===== src/rtl/osc_pkg.sv =====
// Shared constants and config record for the programmable oscillator bank.
// Reset config (2/1) makes an enabled channel run at clk/2 with 50% duty.
package osc_pkg;
   localparam int DEF_CNT_W  = 16;
   localparam int MIN_PERIOD = 2;
   localparam int RST_PERIOD = 2;
   localparam int RST_HIGH   = 1;

   typedef struct packed {
      logic [DEF_CNT_W-1:0] period;
      logic [DEF_CNT_W-1:0] high;
   } osc_cfg_t;
endpackage


===== src/rtl/osc_channel.sv =====
// One oscillator channel: shadow/active config, phase counter, registered out and tick.
// Active config only changes at a period start or while disabled, so out never glitches mid-period.
module osc_channel
   import osc_pkg::*;
#(
   parameter int CNT_W = DEF_CNT_W
) (
   input  logic             clk,
   input  logic             rst,
   input  logic             en,
   input  logic             sync,
   input  logic             wr,
   input  logic [CNT_W-1:0] wr_period,
   input  logic [CNT_W-1:0] wr_high,
   output logic             out,
   output logic             tick
);
   // Same layout as osc_cfg_t, sized by this instance's CNT_W.
   typedef struct packed {
      logic [CNT_W-1:0] period;
      logic [CNT_W-1:0] high;
   } cfg_t;

   cfg_t             shadow, active, shadow_nxt, active_nxt;
   logic [CNT_W-1:0] cnt, cnt_nxt, eff_period;
   logic             was_en, start;

   always_comb begin
      shadow_nxt = wr ? cfg_t'{period: wr_period, high: wr_high} : shadow;
      eff_period = (active.period < CNT_W'(MIN_PERIOD)) ? CNT_W'(MIN_PERIOD) : active.period;
      start      = !was_en || sync || (cnt == eff_period - 1'b1);
      // A same-edge write bypasses straight into active at a period start.
      active_nxt = (!en || start) ? shadow_nxt : active;
      cnt_nxt    = start ? '0 : cnt + 1'b1;
   end

   always_ff @(posedge clk or posedge rst) begin
      if (rst) begin
         shadow <= cfg_t'{period: CNT_W'(RST_PERIOD), high: CNT_W'(RST_HIGH)};
         active <= cfg_t'{period: CNT_W'(RST_PERIOD), high: CNT_W'(RST_HIGH)};
         cnt    <= '0;
         out    <= 1'b0;
         tick   <= 1'b0;
         was_en <= 1'b0;
      end else begin
         shadow <= shadow_nxt;
         active <= active_nxt;
         was_en <= en;
         if (!en) begin
            cnt  <= '0;
            out  <= 1'b0;
            tick <= 1'b0;
         end else begin
            cnt  <= cnt_nxt;
            out  <= (cnt_nxt < active_nxt.high);
            tick <= (cnt_nxt == '0);
         end
      end
   end
endmodule


===== src/rtl/prog_osc_bank.sv =====
// Bank of independent programmable oscillators with double-buffered period/high config.
// Out-of-range cfg_ch values match no channel and are dropped.
module prog_osc_bank
   import osc_pkg::*;
#(
   parameter  int CHANNELS = 4,
   parameter  int CNT_W    = DEF_CNT_W,
   localparam int CH_W     = (CHANNELS > 1) ? $clog2(CHANNELS) : 1
) (
   input  logic                clk,
   input  logic                rst,
   input  logic [CHANNELS-1:0] en,
   input  logic                sync,
   input  logic                cfg_wr,
   input  logic [CH_W-1:0]     cfg_ch,
   input  logic [CNT_W-1:0]    cfg_period,
   input  logic [CNT_W-1:0]    cfg_high,
   output logic [CHANNELS-1:0] out,
   output logic [CHANNELS-1:0] tick
);
   logic [CHANNELS-1:0] wr;

   for (genvar i = 0; i < CHANNELS; i++) begin : g_ch
      assign wr[i] = cfg_wr && (cfg_ch == CH_W'(i));

      osc_channel #(.CNT_W(CNT_W)) u_ch (
         .clk       (clk),
         .rst       (rst),
         .en        (en[i]),
         .sync      (sync),
         .wr        (wr[i]),
         .wr_period (cfg_period),
         .wr_high   (cfg_high),
         .out       (out[i]),
         .tick      (tick[i])
      );
   end
endmodule


===== config.mk =====
export PLATFORM = sky130hd
export DESIGN_NAME = prog_osc_bank
export DESIGN_NICKNAME = d
export VERILOG_FILES = /design/src/rtl/osc_pkg.sv /design/src/rtl/osc_channel.sv /design/src/rtl/prog_osc_bank.sv
export SDC_FILE = /design/constraint.sdc
export NUM_CORES = 1
export LEC_CHECK = 0
export CAP_MARGIN = 20
export CORE_AREA = 2 2 218 220
export CTS_BUF_LIST = sky130_fd_sc_hd__clkbuf_2
export DETAILED_ROUTE_END_ITERATION = 12
export DIE_AREA = 0 0 220 222
export GPL_ROUTABILITY_DRIVEN = 0
export GPL_TIMING_DRIVEN = 0
export SETUP_SLACK_MARGIN = 0.4
export SYNTH_ARGS = -nofsm -noshare
export SYNTH_HDL_FRONTEND = slang
export SYNTH_SLANG_ARGS = --single-unit

===== constraint.sdc =====
create_clock -name clk -period 13.62 [get_ports clk]
set_clock_uncertainty 0.1 [all_clocks]
set_input_delay 2.043 -clock clk [delete_from_list [all_inputs] [get_ports clk]]
set_output_delay 2.043 -clock clk [all_outputs]
set_load 0.005 [all_outputs]

-- After elaboration in Yosys (flattened, before gate mapping)
Index checks and enable logic that the tools add are counted.
Widths: inputs -> output; s select.
- logic and storage cells: 112
- bits in registers: 332
- order comparisons: 8
- add/sub/neg operators: 8
- reductions and logical operators: 29
- equality and inequality tests: 7
- muxes and demuxes: 28
- operators with widths (operator ; count):
    $mux 16 ; 16
    $mux 32 ; 4
    $add 16x1->16 const B ; 4
    $eq 16x16->1 ; 4
    $logic_not 16->1 ; 4
    $lt 16x16->1 ; 4
    $lt 16x2->1 const B ; 4
    $sub 16x1->16 const B ; 4
    $logic_or 1x1->1 ; 12
    $logic_not 1->1 ; 8
    $mux 1 ; 8
    $eq 2x2->1 const B ; 2
    $logic_and 1x1->1 ; 4
    $eq 2x1->1 const B ; 1
    $logic_not 2->1 ; 1

-- Depth between registers and ports, before layout
Gate-level depths: netlist of the first run.
- depth after elaboration: 9
- mapped depth: 25
- mapped depth without buffers: 22

-- By module
A second synthesis of the first run with hierarchy kept.
- cells, all modules: 1596
- area, all modules: 18635.4 µm²
- by module, submodules not included (module ; seq. area each (µm²) ; times used ; area an instance (µm²) ; cells an instance):
    osc_channel ; 2082.0 ; 4 ; 4649.5 ; 398
    prog_osc_bank ; 0.0 ; 1 ; 37.5 ; 4

-- Worst setup path before layout of the first run
OpenSTA, ideal clock, no wires.
- kind: flip-flop to flip-flop
- from: register g_ch[0].u_ch.active[28] (netlist bit)
- to: register g_ch[0].u_ch.out
- data arrival time: 5.807 ns
- stages on the path, launching flop included: 24
- library setup time: 0.101 ns
- clock period less this slack: 6.007 ns
- data required time: 13.419 ns
- slack: 7.613 ns
- path through: dfrtp_1 -> clkbuf_1 -> or4_1 -> or4_1 -> o21ai_0 -> ha_1 -> or3b_1 -> or4_1 -> a31oi_1 -> nand4_1 -> a2111oi_2 -> a31oi_1 -> nand2_2 -> buf_4 -> mux2i_1 -> ha_1 -> a21o_1 -> a21o_1 -> a21o_1 -> a21o_1 -> a211o_1 -> o211ai_1 -> nand3_1 -> o32ai_1
- word-level cells in the longest chain between the ends: 9
- ends and longest elaborated chain (item ; RTL line ; text):
    start: declaration ; osc_channel.sv:24 ; cfg_t shadow, active, shadow_nxt, active_nxt;
    start signal: assignment ; osc_channel.sv:40 ; active <= cfg_t'{period: CNT_W'(RST_PERIOD), high: CNT_W'(RST_HIGH)};
    start signal: assignment ; osc_channel.sv:47 ; active <= active_nxt;
    $lt 16x2->1 ; osc_channel.sv:30 ; eff_period = (active.period < CNT_W'(MIN_PERIOD)) ? CNT_W'(MIN_PERIOD) : active.period;
    $mux 16 (*) ; osc_channel.sv:30 ;
    $sub 16x1->16 (*) ; osc_channel.sv:31 ; start = !was_en || sync || (cnt == eff_period - 1'b1);
    $eq 16x16->1 (*) ; osc_channel.sv:31 ;
    $logic_or 1x1->1 (*) ; osc_channel.sv:31 ;
    $logic_or 1x1->1 ; osc_channel.sv:33 ; active_nxt = (!en || start) ? shadow_nxt : active;
    $mux 16 ; osc_channel.sv:33 ;
    $lt 16x16->1 (*) ; osc_channel.sv:55 ; out <= (cnt_nxt < active_nxt.high);
    $mux 1 (*) ; osc_channel.sv:49 ; if (!en) begin
    end signal: assignment ; osc_channel.sv:55 ;
    end: declaration ; osc_channel.sv:15 ; output logic out,
Mark *: on every way between the ends. The rest lies on a longest branch, timed or not.
A chain may end at the register's enable or synchronous reset.

-- Worst setup path in the final report of the first run
- from: register g_ch[3].u_ch.active[28] (netlist bit)
- to: register g_ch[3].u_ch.out
- word-level cells in the longest chain between the ends: 9
- ends and longest elaborated chain (item ; RTL line):
    start: declaration ; osc_channel.sv:24
    start signal: assignment ; osc_channel.sv:40
    start signal: assignment ; osc_channel.sv:47
    $lt 16x2->1 ; osc_channel.sv:30
    $mux 16 (*) ; osc_channel.sv:30
    $sub 16x1->16 (*) ; osc_channel.sv:31
    $eq 16x16->1 (*) ; osc_channel.sv:31
    $logic_or 1x1->1 (*) ; osc_channel.sv:31
    $logic_or 1x1->1 ; osc_channel.sv:33
    $mux 16 ; osc_channel.sv:33
    $lt 16x16->1 (*) ; osc_channel.sv:55
    $mux 1 (*) ; osc_channel.sv:49
    end signal: assignment ; osc_channel.sv:55
    end: declaration ; osc_channel.sv:15
Marks and branches as above.

==> results of run 1 <==
-- final cells by class --
type                       instances  area [um^2]  share of cell area
multi-input combinational       1139         9110               0.454
buffer                            81          453              0.0226
sequential                       332         8330               0.415
clock buffer                     135          676              0.0337
tap                              607          759              0.0379
inverter                          18         75.1             0.00374
antenna                            2         5.00            0.000249
timing repair buffer              52          553              0.0276
clock inverter                    13          104             0.00518
-- worst register-to-register path: cells and delay by family, from the launching register on --
family / cells / cell delay (ps)
simple gates: 6 / 2600
compound gates: 12 / 2370
buf+inv: 1 / 600
fa+ha+maj: 2 / 500
flops: 1 / 450
mux: 1 / 280
-- cells by family (layout without fill, tap and decap cells) --
logic type,after synthesis,count (layout)
compound gates,154,154
xor+xnor,127,127
fa+ha+maj,68,68
buf+inv,99,299
flops,332,332
mux,326,326
other cells,0,2
simple gates,464,464
-- worst max-delay path by stage --
stage	to	slack, ps	cells after the start
after global routing	g_ch[3].u_ch.out	6220	22
after global placement	g_ch[3].u_ch.cnt[14]	-1670	2
after detailed placement	g_ch[3].u_ch.out	6770	22
after floorplan	g_ch[0].u_ch.active[10]	2310	1
final	g_ch[3].u_ch.out	6660	22
after CTS	g_ch[3].u_ch.out	6690	22
-- flip-flops by register name, indices dropped and copies added (netlist names) --
name,count
g_ch.u_ch.was_en,4
g_ch.u_ch.cnt,64
g_ch.u_ch.active,128
g_ch.u_ch.out,4
g_ch.u_ch.shadow,128
g_ch.u_ch.tick,4
-- Yosys cell counts (21+ instances only) --
library cell / number / area [um^2]
nand2_1: 41 / 154
dfrtp_1: 316 / 7910
mux2_2: 162 / 1820
ha_1: 68 / 851
nor3_1: 46 / 230
nand4_1: 31 / 194
nor2_1: 156 / 586
o21ai_0: 23 / 115
xor2_1: 56 / 490
mux2i_1: 68 / 681
xnor2_1: 70 / 613
a21o_1: 28 / 210
mux2_1: 96 / 1080
and3_1: 23 / 144
a21oi_1: 21 / 105
nand3_1: 53 / 265
clkbuf_1: 43 / 161
-- per-layer routing --
layer  global-route usage  vias up  wire length [um]
li1                     -     6013                 -
met2                0.286      311             20200
met4               0.0686        0              1400
met3               0.0365       86              2380
met1                0.259     6328             20800
met5                    0        -                 0
-- metrics by stage --
stage	hold slack [ps]	power, mW
after floorplan	357	1.61
after global placement	366	1.74
after detailed placement	374	1.76
after CTS	394	2.49
after global routing	408	2.61
final	391	2.45
-- power by group through the flow --
| stage | clock network (mW) | logic [mW] | registers, mW |
|---|---|---|---|
| floorplan | 0 | 0.377 | 1.23 |
| global placement | 0 | 0.481 | 1.26 |
| detailed placement | 0 | 0.498 | 1.26 |
| CTS | 0.740 | 0.502 | 1.24 |
| global route | 0.785 | 0.555 | 1.27 |
| finish | 0.708 | 0.496 | 1.24 |
==> flow_metrics.py, run 1 <==
metrics = {
    "status": {
        "outcome": "finished, final reports clean",
    },
    "synth": {
        "yosys_register_bits": 332,
        "synth-xor-area-share": 0.0627,
        "synth_compound_area_frac": 0.0625,
        "synthAdderAreaFrac": 0.0474,
        "synth_top_family_by_area": "multiplexers",
        "synth_warnings": 0,
        "syn_area_per_cell_um2": 11.4,
        "synth_area_um2": 18000,
        "syn_nets": 1680,
        "synthFlopType": "dfrtp_1",
        "synth-simple-area-share": 0.135,
        "synth.distinct_cells": 80,
        "syn_inst": 1570,
        "synth-seq-area-share": 0.464,
        "ys_async_sr_fraction": 1.00,
        "synthMuxAreaShare": 0.200,
        "synth_edf_count": 0,
    },
    "cells_and_area": {
        "most-common-layout-cells": "dfrtp_1, mux2_2, nor2_1",
        "final_nets": 1818,
        "final_cells": 2379,
        "layout-drive-gt1-share": 0.211,
        "fillers": 4465,
        "fin_util": 0.434,
        "final_common_cell": "dfrtp_1",
        "design_area_um2": 20100,
        "area_growth_pct": 11.7,
    },
    "cts": {
        "cts_setup_buffers": 0,
        "clk_pin_slew_ps": 100,
        "cts_tree": "yes",
        "cts-root-buf": "clkbuf_2",
        "postCtsResizedCells": 0,
        "numCtsBuffers": 84,
        "h-tree-depth": 3,
        "insertion_delay_ps": 970,
        "cts.sinks": 332,
        "cts_max_path_buffers": 3,
        "ctsHoldBuffers": 0,
    },
    "global_route": {
        "grtUsageTotal": 0.186,
        "antenna_found_initial": 14,
        "grt_pass1_vias": 12800,
        "grt_overflow": 0,
        "grt_max_degree": 124,
        "grt_pass1_wl_mm": 70.4,
    },
    "power": {
        "p_int_mw": 1.68,
        "clockPowerShare": 0.289,
        "p_comb_frac": 0.203,
        "leakage_nw": 8.98,
        "p_switching_mw": 0.767,
        "vdd_drop_max_mv": 0.0751,
        "powerDensity_nw_per_um2": 122,
        "p_sw_frac": 0.313,
        "sequentialPowerShare": 0.508,
    },
    "critical_path": {
        "r2r_setup_slack_ps": 6660,
        "critPathMaxFanout": 10,
        "critical_path_class": "reg2reg",
        "timing.rr.start": "g_ch[3].u_ch.active[28]",
        "slowest_delay_ps": 620,
        "crit_family": "simple AND/OR/NAND/NOR gates",
        "regToRegEndpoint": "g_ch[3].u_ch.out",
        "crit_start": "g_ch[3].u_ch.active[28]",
        "crit_chain": "nor4_1, nand4_1, o21ai_0, ha_1, nor4b_1, a31oi_1, o21a_1, nor3_1, a31oi_1, or4_1, nand3_1, clkbuf_1, mux2i_1, ha_1, a21o_1, a21o_1, a21o_1, a21o_1, a21o_1, a21o_1, a221o_1, a21oi_1",
        "cpMaxStageDelayCell": "or4_1",
        "worstPathRequired_ps": 14390,
        "cp.arrival_ps": 7730,
        "cp.buffers_inverters": 1,
        "rr_worst_depth": 22,
        "endpoint_kind": "flip-flop",
        "critical_path.most_common_cell": "a21o_1",
        "critPathLaunchType": "flip-flop",
    },
    "floorplanning": {
        "die_h_um": 222,
        "core_area_um2": 46300,
        "initial_utilization": 0.388,
        "row_count": 79,
        "io_pins": 50,
        "die_x_um": 220,
        "dieArea_um2": 48800,
    },
    "drt": {
        "drt_iter0_drc": 758,
        "dr_total_vias": 12700,
        "detail_route.wl_per_cell_um": 18.8,
        "route.detailed.drc": 0,
        "antenna_left": 0,
        "routed_wl_mm": 44.8,
        "viasPerCell": 5.35,
        "dr.pass1.iters": 5,
    },
    "run": {
        "drv_cap": 0,
    },
    "timing": {
        "period_share": 0.511,
        "final_max_slew_viol_count": 0,
        "relSlewSlack": 0.483,
        "grt_setup_unrepaired": "false",
        "fin_ws_ps": 6660,
        "hold_viol_final": 0,
        "tightest_slew_ps": 775,
        "setup_tns_ps": 0,
        "fmax_mhz": 144,
        "setup_violations": 0,
        "min_period_ps": 6960,
    },
    "place": {
        "dpl.cell_count": 2229,
        "placed_area_um2": 19300,
        "port_buffers": 49,
        "dp_hpwl_mm": 31.9,
        "dpl_worst_slack_ps": 6770,
    },
    "worst_hold_path": {
        "worstHoldPathCells": 1,
        "hp-start": "g_ch[1].u_ch.active[4]",
        "holdPathEnd": "g_ch[1].u_ch.active[4]",
        "holdCritPathClass": "reg2reg",
    },
}
No activity file was read; power rests on OpenSTA's default activity.
==> run 2: changes to the inputs <==
clock period = 5.6 ns   (was 13.62 ns; I/O delays follow)
==> run 2 against run 1 <==
  * Sequential share of layout area down 3.1 points
  * The flow now finishes with violations (negative setup slack)
  * Sequential power up 150%
  * Combinational power rose to 2.9 times the previous value
  * Sequential cell count unchanged
  * Via count up 3.7%
  * Clock power rose to 2.5 times the previous value
  * Power rose to 2.6 times the previous value
  * Hold slack worse by 170 ps
  * Cell count up 4.7%
  * Die area unchanged
  * Largest power group unchanged
==> flow_metrics.py, run 2 (synthesis gave the netlist of run 1 again) <==
metrics = {
    "status": {
        "outcome": "finished with violations",
        "violations": "negative setup slack",
    },
    "timing": {
        "tightest_slew_ps": 735,
        "grt_setup_unrepaired": "true",
        "relSlewSlack": 0.509,
        "final_max_slew_viol_count": 0,
        "hold_slack_ps": 217,
        "setup_tns_ps": -168,
        "min_period_ps": 5770,
        "fin_ws_ps": -168,
        "fmax_mhz": 173,
        "hold_viol_final": 0,
        "period_share": 1.03,
        "setup_violations": 1,
    },
    "cts": {
        "cts-root-buf": "clkbuf_2",
        "cts_tree": "yes",
        "clk_pin_slew_ps": 110,
        "h-tree-depth": 3,
        "numCtsBuffers": 86,
        "insertion_delay_ps": 1000,
        "cts.sinks": 332,
        "cts_max_path_buffers": 3,
    },
    "run": {
        "drv_cap": 0,
    },
    "power": {
        "leakage_nw": 9.65,
        "vdd_drop_max_mv": 0.165,
        "powerDensity_nw_per_um2": 289,
        "total_power_mw": 6.28,
    },
    "place": {
        "dpl_worst_slack_ps": -756,
        "placed_area_um2": 19600,
        "port_buffers": 49,
        "dp_hpwl_mm": 32.9,
        "dpl.cell_count": 2236,
    },
    "critical_path": {
        "crit_family": "simple AND/OR/NAND/NOR gates",
        "slowest_delay_ps": 570,
        "rr_worst_depth": 23,
        "crit_chain": "or4_4, or4_4, o21ai_2, ha_2, or3b_4, or4_4, a31oi_4, nand4_1, a2111oi_4, a31oi_4, nand2_4, buf_12, mux2i_1, ha_1, a21o_1, a21o_1, a21o_1, a21o_1, a211o_1, o211ai_1, buf_4, nand4_1, o32ai_2",
        "critical_path.most_common_cell": "a21o_1",
        "critPathLaunchType": "flip-flop",
        "critical_path_class": "reg2reg",
        "endpoint_kind": "flip-flop",
        "r2r_setup_slack_ps": -170,
        "cp.buffers_inverters": 2,
        "cp.arrival_ps": 6530,
        "cpMaxStageDelayCell": "or4_4",
        "critPathMaxFanout": 5,
        "worstPathRequired_ps": 6370,
        "timing.rr.start": "g_ch[0].u_ch.active[31]",
        "regToRegEndpoint": "g_ch[0].u_ch.out",
    },
    "global_route": {
        "grt_max_degree": 44,
        "antenna_found_initial": 9,
        "grt_overflow": 0,
        "grt_pass1_vias": 13700,
        "busiest_layer": "met2",
        "met1_usage": 0.273,
        "grt.met3_usage": 0.0339,
        "grtUsageMet2": 0.317,
        "grtUsageTotal": 0.199,
        "grt_pass1_wl_mm": 75.4,
    },
    "cells_and_area": {
        "fin_util": 0.470,
        "final_cells": 2490,
        "reg_top3": "g_ch.u_ch.active: 128 flops, g_ch.u_ch.shadow: 128 flops, g_ch.u_ch.cnt: 64 flops",
        "final_nets": 1918,
        "area_growth_pct": 20.9,
        "most-common-layout-cells": "dfrtp_1, mux2_2, nor2_1",
        "final_common_cell": "dfrtp_1",
        "design_area_um2": 21700,
        "layout-drive-gt1-share": 0.311,
    },
    "drt": {
        "route.detailed.drc": 0,
        "antenna_left": 0,
        "viasPerCell": 5.30,
        "routed_wl_mm": 47.2,
        "drt_iter0_drc": 819,
        "detail_route.wl_per_cell_um": 19.0,
        "dr_total_vias": 13200,
        "dr.pass1.iters": 5,
    },
    "floorplanning": {
        "initial_utilization": 0.388,
        "row_count": 79,
        "dieArea_um2": 48800,
        "core_area_um2": 46300,
        "die_x_um": 220,
        "die_h_um": 222,
        "io_pins": 50,
    },
    "worst_hold_path": {
        "holdCritPathClass": "in2async",
    },
}
==> run 2: cell types whose count changed in the layout (fill, tap and decap cells not counted), sizes merged <==
cell and change:
inv -1, diode +1, clkinv +12, clkbuf -4, clkinvlp +2, buf +101
==> run 2: worst max-delay path by stage <==
stage	cells past startpoint	startpoint	endpoint
floorplan	23	g_ch[0].u_ch.active[22]	g_ch[0].u_ch.out
global placement	2	rst	g_ch[0].u_ch.shadow[9]
detailed placement	23	g_ch[0].u_ch.active[23]	g_ch[0].u_ch.out
CTS	23	g_ch[0].u_ch.active[23]	g_ch[0].u_ch.out
global route	23	g_ch[0].u_ch.active[20]	g_ch[0].u_ch.out
finish	23	g_ch[0].u_ch.active[31]	g_ch[0].u_ch.out
==> run 2: layout make-up <==
class	instances	area (um^2)
Clock buffer	134	671
Buffer	81	594
Multi-Input combinational cell	1139	9720
Tap cell	607	759
Clock inverter	26	164
Antenna cell	3	7.51
Timing Repair Buffer	150	1380
Inverter	18	71.3
Fill cell	4284	24500
Sequential cell	332	8350
==> run 2: what timing repair did <==
item,in CTS,in global routing
pin swaps,65,27
gates cloned,0,0
setup endpoints to repair,4,4
buffers inserted,76,15
resized for setup,101,46
hold buffers,0,0
==> run 2: worst reg2reg max path: stages, from the launching register on <==
cell	delay, ps
dfrtp_1	440
or4_4	570
or4_4	510
o21ai_2	140
ha_2	190
or3b_4	390
or4_4	430
a31oi_4	140
nand4_1	160
a2111oi_4	290
a31oi_4	150
nand2_4	110
buf_12	120
mux2i_1	200
ha_1	260
a21o_1	180
a21o_1	150
a21o_1	150
a21o_1	150
a211o_1	250
o211ai_1	120
buf_4	150
nand4_1	100
o32ai_2	200
==> run 2: routing by layer <==
metal	wire (um)	vias to the layer above
met5	0	-
met1	21800	6586
li1	-	6227
met4	1100	0
met3	2190	78
met2	22200	315
==> run 2: report_power, final <==
part | leakage, nW | switching [mW] | internal [mW] | total [mW]
registers | 4.02 | 0.270 | 2.79 | 3.06
clock network | 0.645 | 1.04 | 0.730 | 1.77
logic | 4.98 | 0.715 | 0.733 | 1.45
total | 9.65 | 2.03 | 4.25 | 6.28
